--- config.mk ---
export PLATFORM = sky130hd
export DESIGN_NAME = fp_result_collector
export DESIGN_NICKNAME = d
export VERILOG_FILES = /design/src/rtl/fp_adder_pkg.sv /design/src/rtl/collector_fifo.sv /design/src/rtl/fp_result_collector.sv
export SDC_FILE = /design/constraint.sdc
export NUM_CORES = 1
export LEC_CHECK = 0
export BUFFER_PORTS_ARGS = -buffer_cell sky130_fd_sc_hd__buf_2
export CORE_MARGIN = 8
export CORE_UTILIZATION = 34
export CTS_CLUSTER_SIZE = 20
export DETAILED_ROUTE_END_ITERATION = 7
export SLEW_MARGIN = 20
export SYNTH_ARGS = -nofsm -noshare
export SYNTH_HDL_FRONTEND = slang
export SYNTH_SLANG_ARGS = --single-unit
--- constraint.sdc ---
create_clock -name clk_in -period 3.6 [get_ports clk_in]
set_input_delay 0.36 -clock clk_in [delete_from_list [all_inputs] [get_ports clk_in]]
set_output_delay 0.36 -clock clk_in [all_outputs]
set_load 0.05 [all_outputs]
--- src/rtl/fp_adder_pkg.sv ---
// Shared definitions for the FP adder result path.
//   FP_WIDTH/FP_EXP_W/FP_MAN_W : half-precision word layout (sign | exp | mantissa)
//   col_state_t                : result collector FSM encoding
//   fp_exp / fp_man            : field extraction for default-width words
package fp_adder_pkg;

   localparam int FP_WIDTH = 16;
   localparam int FP_EXP_W = 5;
   localparam int FP_MAN_W = 10;

   typedef enum logic [1:0] {
      ST_IDLE  = 2'd0,
      ST_WAIT  = 2'd1,
      ST_SHIFT = 2'd2,
      ST_PUSH  = 2'd3
   } col_state_t;

   function automatic logic [FP_EXP_W-1:0] fp_exp(input logic [FP_WIDTH-1:0] w);
      return w[FP_WIDTH-2 -: FP_EXP_W];
   endfunction

   function automatic logic [FP_MAN_W-1:0] fp_man(input logic [FP_WIDTH-1:0] w);
      return w[FP_MAN_W-1:0];
   endfunction

endpackage

--- src/rtl/collector_fifo.sv ---
// Synchronous first-word-fall-through FIFO for collected result words.
//   clk_in, rst_in : clock, async active-low reset
//   wr_en, wr_data : push (ignored when full)
//   rd_en          : pop (ignored when empty)
//   rd_data        : head entry, valid whenever empty=0
//   empty, full    : occupancy status
module collector_fifo #(
   parameter int WIDTH = 16,
   parameter int DEPTH = 4
) (
   input  logic             clk_in,
   input  logic             rst_in,
   input  logic             wr_en,
   input  logic [WIDTH-1:0] wr_data,
   input  logic             rd_en,
   output logic [WIDTH-1:0] rd_data,
   output logic             empty,
   output logic             full
);

   localparam int PTR_W = $clog2(DEPTH);
   localparam int CNT_W = $clog2(DEPTH) + 1;

   logic [WIDTH-1:0] mem [DEPTH];
   logic [PTR_W-1:0] wr_ptr;
   logic [PTR_W-1:0] rd_ptr;
   logic [CNT_W-1:0] count;
   logic             do_wr;
   logic             do_rd;

   assign empty   = (count == '0);
   assign full    = (count == CNT_W'(DEPTH));
   assign do_wr   = wr_en && !full;
   assign do_rd   = rd_en && !empty;
   assign rd_data = mem[rd_ptr];

   // Power-of-two depth: pointers wrap naturally.
   always_ff @(posedge clk_in or negedge rst_in) begin
      if (!rst_in) begin
         wr_ptr <= '0;
         rd_ptr <= '0;
         count  <= '0;
      end else begin
         if (do_wr) wr_ptr <= wr_ptr + 1'b1;
         if (do_rd) rd_ptr <= rd_ptr + 1'b1;
         case ({do_wr, do_rd})
            2'b10:   count <= count + 1'b1;
            2'b01:   count <= count - 1'b1;
            default: count <= count;
         endcase
      end
   end

   always_ff @(posedge clk_in) begin
      if (do_wr) mem[wr_ptr] <= wr_data;
   end

endmodule

--- src/rtl/fp_result_collector.sv ---
// Collects serial FP adder results, deserialises them MSB-first and queues
// them for a valid/ready consumer with NaN/Inf/zero decode of the head word.
//   clk_in, rst_in     : clock, async active-low reset
//   output_rdy         : upstream has a result to shift out
//   serial_out         : upstream serial result bit
//   output_read_in     : read strobe to upstream, high through WAIT and SHIFT
//   res_data/res_valid : FIFO head word and its valid
//   res_ready          : consumer pop
//   res_is_nan/inf/zero: head classification, 0 when nothing is valid
//   fifo_full          : all entries occupied
//   words_rx           : words pushed since reset, wrapping
//
// state | meaning
// IDLE  | waiting for output_rdy with FIFO space
// WAIT  | strobe raised, upstream latency before first bit
// SHIFT | sampling WIDTH bits MSB-first
// PUSH  | writing the assembled word into the FIFO
module fp_result_collector
   import fp_adder_pkg::*;
#(
   parameter int WIDTH           = FP_WIDTH,
   parameter int EXP_W           = FP_EXP_W,
   parameter int MAN_W           = FP_MAN_W,
   parameter int DEPTH           = 4,
   parameter int FIRST_BIT_DELAY = 1
) (
   input  logic             clk_in,
   input  logic             rst_in,
   input  logic             output_rdy,
   input  logic             serial_out,
   output logic             output_read_in,
   output logic [WIDTH-1:0] res_data,
   output logic             res_valid,
   input  logic             res_ready,
   output logic             res_is_nan,
   output logic             res_is_inf,
   output logic             res_is_zero,
   output logic             fifo_full,
   output logic [15:0]      words_rx
);

   localparam int BIT_W = $clog2(WIDTH + 1);
   localparam int DLY_W = (FIRST_BIT_DELAY > 1) ? $clog2(FIRST_BIT_DELAY + 1) : 1;

   col_state_t       state;
   col_state_t       state_nxt;
   logic [BIT_W-1:0] bit_cnt;
   logic [DLY_W-1:0] wait_cnt;
   logic [WIDTH-1:0] sreg;
   logic             fifo_wr;
   logic             fifo_empty;
   logic [WIDTH-1:0] head;
   logic [EXP_W-1:0] head_exp;
   logic [MAN_W-1:0] head_man;

   always_comb begin
      state_nxt      = state;
      output_read_in = 1'b0;
      fifo_wr        = 1'b0;
      case (state)
         // Full FIFO leaves output_rdy pending upstream rather than dropping it.
         ST_IDLE:  if (output_rdy && !fifo_full) state_nxt = ST_WAIT;
         ST_WAIT: begin
            output_read_in = 1'b1;
            if (wait_cnt == '0) state_nxt = ST_SHIFT;
         end
         ST_SHIFT: begin
            output_read_in = 1'b1;
            if (bit_cnt == BIT_W'(WIDTH - 1)) state_nxt = ST_PUSH;
         end
         ST_PUSH: begin
            fifo_wr   = 1'b1;
            state_nxt = ST_IDLE;
         end
         default: state_nxt = ST_IDLE;
      endcase
   end

   always_ff @(posedge clk_in or negedge rst_in) begin
      if (!rst_in) begin
         state    <= ST_IDLE;
         bit_cnt  <= '0;
         wait_cnt <= '0;
         sreg     <= '0;
         words_rx <= '0;
      end else begin
         state <= state_nxt;
         case (state)
            ST_IDLE: begin
               bit_cnt  <= '0;
               wait_cnt <= DLY_W'(FIRST_BIT_DELAY - 1);
            end
            ST_WAIT:  if (wait_cnt != '0) wait_cnt <= wait_cnt - 1'b1;
            ST_SHIFT: begin
               sreg    <= {sreg[WIDTH-2:0], serial_out};
               bit_cnt <= bit_cnt + 1'b1;
            end
            ST_PUSH: begin
               words_rx <= words_rx + 1'b1;
               bit_cnt  <= '0;
            end
            default: ;
         endcase
      end
   end

   collector_fifo #(
      .WIDTH (WIDTH),
      .DEPTH (DEPTH)
   ) u_fifo (
      .clk_in  (clk_in),
      .rst_in  (rst_in),
      .wr_en   (fifo_wr),
      .wr_data (sreg),
      .rd_en   (res_ready && res_valid),
      .rd_data (head),
      .empty   (fifo_empty),
      .full    (fifo_full)
   );

   // Head is gated so a stale entry never shows through, and a zeroed
   // empty head does not read as a zero result.
   assign res_valid   = !fifo_empty;
   assign res_data    = res_valid ? head : '0;
   assign head_exp    = res_data[WIDTH-2 -: EXP_W];
   assign head_man    = res_data[MAN_W-1:0];
   assign res_is_nan  = res_valid && (&head_exp) && (head_man != '0);
   assign res_is_inf  = res_valid && (&head_exp) && (head_man == '0);
   assign res_is_zero = res_valid && (head_exp == '0) && (head_man == '0);

endmodule

==> metrics.md, run 1 <==
| Metric | Value |
|---|---|
| RSZ-0062 raised after global routing | no |
| Max-slew violations | 0 |
| #FFs+latches synth | 110 |
| DRT iter0 DRCs | 174 |
| Largest area contributor in the netlist | edfxtp_1 |
| Grt total ovfl | 0 |
| Layout cells sized above 1 | 0.265 |
| Largest net degree at the start of global routing | 47 |
| Initial Util | 0.348 |
| Min-delay worst type | in2async |
| Initial antenna violation count | 0 |
| Worst Path Max Fanout | 10 |
| Clock Path Buffers | 2 |
| CTS buffer count | 9 |
| Period utilisation layout | 0.910 |
| Leakage | 2.13 nW |
| TritonCTS Sinks | 110 |
| WS Path Type | reg2out |
| Final nets | 352 |
| DRT Wirelength | 8290 um |
| Max Freq | 0.305 GHz |
| Post-CTS setup-driven buffer insertion count | 0 |
| Power density cells | just over 900 mW/mm^2 |
| Most common cell after layout, fill and taps aside | edfxtp_1 |
| Startpoint types | flop |
| Post-route ant nets | 0 |
| Synthesized area | approximately 0.0046 mm^2 |
| WL/cell | ~16 um |
| Reg clk slew, reported paths | ~0.070 ns |
| First-pass GRT wire length | 13600 um |
| Clk root buf | clkbuf_16 |
| Hold-fix buffers, CTS | 0 |
| Area delta synth->final | 14.8% |
| Worst Path Required | 3.24 ns |
| Synth Area per Inst | 16.1 um^2 |
| Ranking of synthesized cells by area | edfxtp_1, dfrtp_1, mux2_2, mux4_2, mux4_1 |
| Most frequent cells in the layout | edfxtp_1, dfrtp_1, buf_2 |
| Vias/cell | 4.66 |
| DIE AREA | 0.0175 mm^2 |
| Power Total | 4.94 mW |
| Endpoints failing setup | 0 |
| Row cnt | 42 |
| Die Width | 132 um |
| Clk_lat worst skew | 0.34 ns |
| Top-area cell type share of the netlist area | 0.417 |
| Core Area | 0.0132 mm^2 |
| Worst-Margin Slew | 0.911 ns |
| Post-CTS resize count | 0 |
| Die Y | 132 um |
| Setup TNS | 0 ns |
| HPWL after DPL | 5550 um |
| Ant. Diodes | 0 |
| Vias post-DR | between 2000 and 2500 |
| Total GRT Usage | 0.0989 |
| CP endpoint kind | output pin |
| Yosys warning count | 0 |
| Max_cap viols | 0 |
| Drt drc | 0 |
| Util after Layout | 0.400 |
| Final WS setup | 0.322 ns |
| Vias in the first global route | approximately 2500 |
| Peak VDD IR | 0.689 mV |
| CTS H-tree depth | 3 |
| Slew margin rel. | 0.393 |
| Fillers | 1259 |
| Synth cell types | 32 |
| Status | completed |
| TritonCTS clock tree | done |
| Drt first pass iters | 4 |
| IO Count | 43 |
| Crit path DAT | 2.92 ns |
| Seq/Total Area, Yosys | 0.666 |
| Port bufs | 42 |
| Final hold vios | 0 |
| Cells after Synth | approximately 290 |
| Setup Skew | roughly 0.0086 ns |
| Placer Congestion | about 0.72 |
| Pre-CTS worst setup slack | 0.610 ns |
| Shortest period the worst path allows | 3.28 ns |
| Synthesized Nets | slightly above 300 |
## cells by family after synthesis
group           synth area share
flops                      0.666
simple gates              0.0909
mux                        0.128
buf+inv                   0.0239
xor+xnor                  0.0399
fa+ha+maj                 0.0369
compound gates            0.0141
## per-stage QoR
step                      instance area, um^2  std cells  hold slack, ns
final                                    5300        515          0.0485
after global routing                     5300        515          0.0841
after CTS                                5290        515           0.262
after detailed placement                 5010        499           0.457
after global placement                   5010        499           0.455
after floorplan                          4610        287          0.0644
## synthesized netlist by cell type (all sizes together)
cell and count:
nor2 8, fa 1, and4 2, o21ai 7
ha 12, and3 6, or4 1, mux4 16
nor4 4, nand3 6, a21oi 1, nand4 3
or3b 1, clkbuf 7, and2 18, nor3 5
o22a 1, xor2 10, xnor2 11, a21o 1
a22o 1, dfrtp 46, nand2 15, mux2 18
edfxtp 64, nor2b 3, inv 14, nand2b 3
buf 2
## path summary, 6_finish.rpt
check	cells after the start	slack, ns	from	end
max	5	0.32	u_fifo.rd_ptr[0]	res_is_zero
min	1	0.05	rst_in	words_rx[8]
max reg2reg	7	1.13	u_fifo.count[0]	u_fifo.count[1]
min reg2reg	1	0.47	words_rx[15]	words_rx[15]
max in group asynchronous	1	3.13	rst_in	sreg[5]
min in group clk_in	2	0.27	serial_out	sreg[0]
## flip-flops by register name, summed over array words and instances (netlist names)
register       flops
state              2
sreg              16
u_fifo.mem        64
u_fifo.count       3
words_rx          16
bit_cnt            5
u_fifo.rd_ptr      2
u_fifo.wr_ptr      2
## where the power goes
part	switching, mW	internal [mW]
Clock	0.429	0.510
Combinational	1.29	0.704
Sequential	0.266	1.74
## worst max-delay path: stages (launching register included)
cell and delay, ns:
dfrtp_1 0.69, buf_4 0.22, mux4_1 0.60, or4_1 0.55, nor4_2 0.19, buf_2 0.31
## per-layer routing
metal / track usage / vias to the layer above / wire [um]
li1: - / 1146 / -
met1: 0.125 / 1199 / 3950
met2: 0.158 / 45 / 3890
met3: 0.0322 / 9 / 342
met4: 0.0322 / 0 / 105
met5: 0 / - / 0
## cell type report
class / instances / area (um^2) / share of cell area
Clock buffer: 12 / 256 / 0.0484
Multi-Input combinational cell: 154 / 1430 / 0.270
Clock inverter: 4 / 30.0 / 0.00567
Timing Repair Buffer: 45 / 235 / 0.0444
Tap cell: 176 / 220 / 0.0416
Sequential cell: 110 / 3070 / 0.580
Inverter: 14 / 52.6 / 0.00992
(Power assumes the default switching activity.)
==> inputs of run 2 (changes only) <==
==> constraint.sdc (replaced) <==
create_clock -name clk_in -period 3.6 [get_ports clk_in]
set_input_delay 0.36 -clock clk_in [delete_from_list [all_inputs] [get_ports clk_in]]
set_output_delay 0.36 -clock clk_in [all_outputs]
set_load 0.1 [all_outputs]
==> run 2 against run 1 <==
- cell area grew 0.54%
- register-to-register slack worse by 0.16 ns
- final cell count up 0.19%
- core utilization grew 0.22 points
- clock skew is 0.0022 ns lower
- sequential share of layout area shrank 0.31 points
- non-clock buffer count up 1
- fmax is 3.1% lower
- global-route usage down 0.28 points
- setup slack worse by 0.11 ns
- highest routed layer unchanged
==> metrics.md, run 2 (synthesis results as in run 1) <==
| Metric | Value |
|---|---|
| Max Freq | between 0.2 and 0.3 GHz |
| Drt drc | 0 |
| Slew margin rel. | 0.397 |
| Crit path DAT | 3.02 ns |
| Hold-fix buffers, CTS | 0 |
| CTS H-tree depth | 3 |
| Max_cap viols | 0 |
| Endpoints failing setup | 0 |
| Status | completed |
| Final nets | 353 |
| Setup TNS | 0 ns |
| Max-slew violations | 0 |
| Post-CTS resize count | 0 |
| Vias in the first global route | roughly 2600 |
| Core Area | between 0.01 and 0.015 mm^2 |
| Total GRT Usage | 0.0961 |
| Most frequent cells in the layout | edfxtp_1, dfrtp_1, buf_2 |
| Multi-input logic area | 0.00144 mm^2 |
| DRT Wirelength | ~8100 um |
| R2R setup slack | around 0.97 ns |
| Post-CTS setup-driven buffer insertion count | 0 |
| IO Count | 43 |
| Port bufs | 42 |
| DRT iter0 DRCs | ~140 |
| CP endpoint kind | output pin |
| WS Path Type | reg2out |
| Shortest period the worst path allows | approximately 3.4 ns |
| Largest net degree at the start of global routing | 47 |
| Worst-Margin Slew | 0.905 ns |
| Reg clk slew, reported paths | 0.07 ns |
| Min-delay worst type | in2async |
| DIE AREA | between 0.015 and 0.02 mm^2 |
| Setup Skew | 0.00639 ns |
| Initial Util | 0.348 |
| Clk_lat worst skew | 0.34 ns |
| Die Y | 132 um |
| Area delta synth->final | 15.5% |
| Initial antenna violation count | 0 |
| Biggest register | u_fifo.mem |
| Startpoint types | flop |
| Fillers | around 1300 |
| CTS buffer count | 9 |
| Ant. Diodes | 0 |
| WL/cell | 15.7 um |
| Layout cells sized above 1 | 0.271 |
| Vias post-DR | 2405 |
| Placer Congestion | 0.726 |
| Clk root buf | clkbuf_16 |
| Largest regs | u_fifo.mem: 64 flops, sreg: 16 flops, words_rx: 16 flops |
| Vias/cell | ~4.7 |
| HPWL after DPL | 5530 um |
| Post-route ant nets | 0 |
| Drt first pass iters | 4 |
| Max reg flops | 64 |
| Period utilisation layout | 0.940 |
| Grt total ovfl | 0 |
| Final hold vios | 0 |
| Reg area | 0.00307 mm^2 |
| Most common cell after layout, fill and taps aside | edfxtp_1 |
| First-pass GRT wire length | between 10000 and 15000 um |
| Clock Path Buffers | 2 |
| Die Width | between 100 and 150 um |
| RSZ-0062 raised after global routing | no |
| Worst Path Max Fanout | 10 |
| TritonCTS clock tree | done |
| Row cnt | 42 |
| TritonCTS Sinks | 110 |
| Worst Path Required | approximately 3.2 ns |
## run 2: cell type report
type	count	area share
flip-flops and latches	110	0.577
repair buffers	46	0.0456
clock inverters	7	0.0139
clock buffers	9	0.0423
well taps	176	0.0414
inverters	14	0.00987
multi-input cells	154	0.270
## run 2: critical path, stage by stage (launching register included)
cell	delay (ns)
dfrtp_1	0.54
buf_4	0.30
buf_4	0.18
mux4_1	0.59
or4_1	0.46
nor4_4	0.14
buf_2	0.46
## run 2: path summary, 6_finish.rpt
check / start / endpoint / cells after the start
max in group asynchronous: rst_in / u_fifo.rd_ptr[1] / 1
hold / removal: rst_in / sreg[14] / 1
setup reg to reg: u_fifo.count[0] / u_fifo.count[1] / 7
hold reg to reg: words_rx[15] / words_rx[15] / 1
min in group clk_in: serial_out / sreg[0] / 2
setup / recovery: u_fifo.rd_ptr[0] / res_is_zero / 6
## run 2: metrics by stage
stage	utilization	std cells	hold WS, ns	instance area [um^2]	setup WS [ns]
finish	0.402	516	0.0349	5320	0.216
global route	0.402	516	0.0797	5320	0.0374
CTS	0.402	516	0.0533	5320	0.158
detailed placement	0.379	500	0.426	5020	0.530
global placement	0.379	500	0.459	5020	0.553
floorplan	-	287	0.0644	4620	0.117
## run 2: metal layers
layer	global-route usage	up-vias	share of wire
li1	-	1146	-
met1	0.123	1205	0.47
met2	0.155	44	0.48
met3	0.0284	10	0.039
met4	0.0284	0	0.0091
met5	0	-	0
Power of run 2 is not shown: default switching activity piles up to over one toggle a cycle in this logic, so the estimate is an artifact.
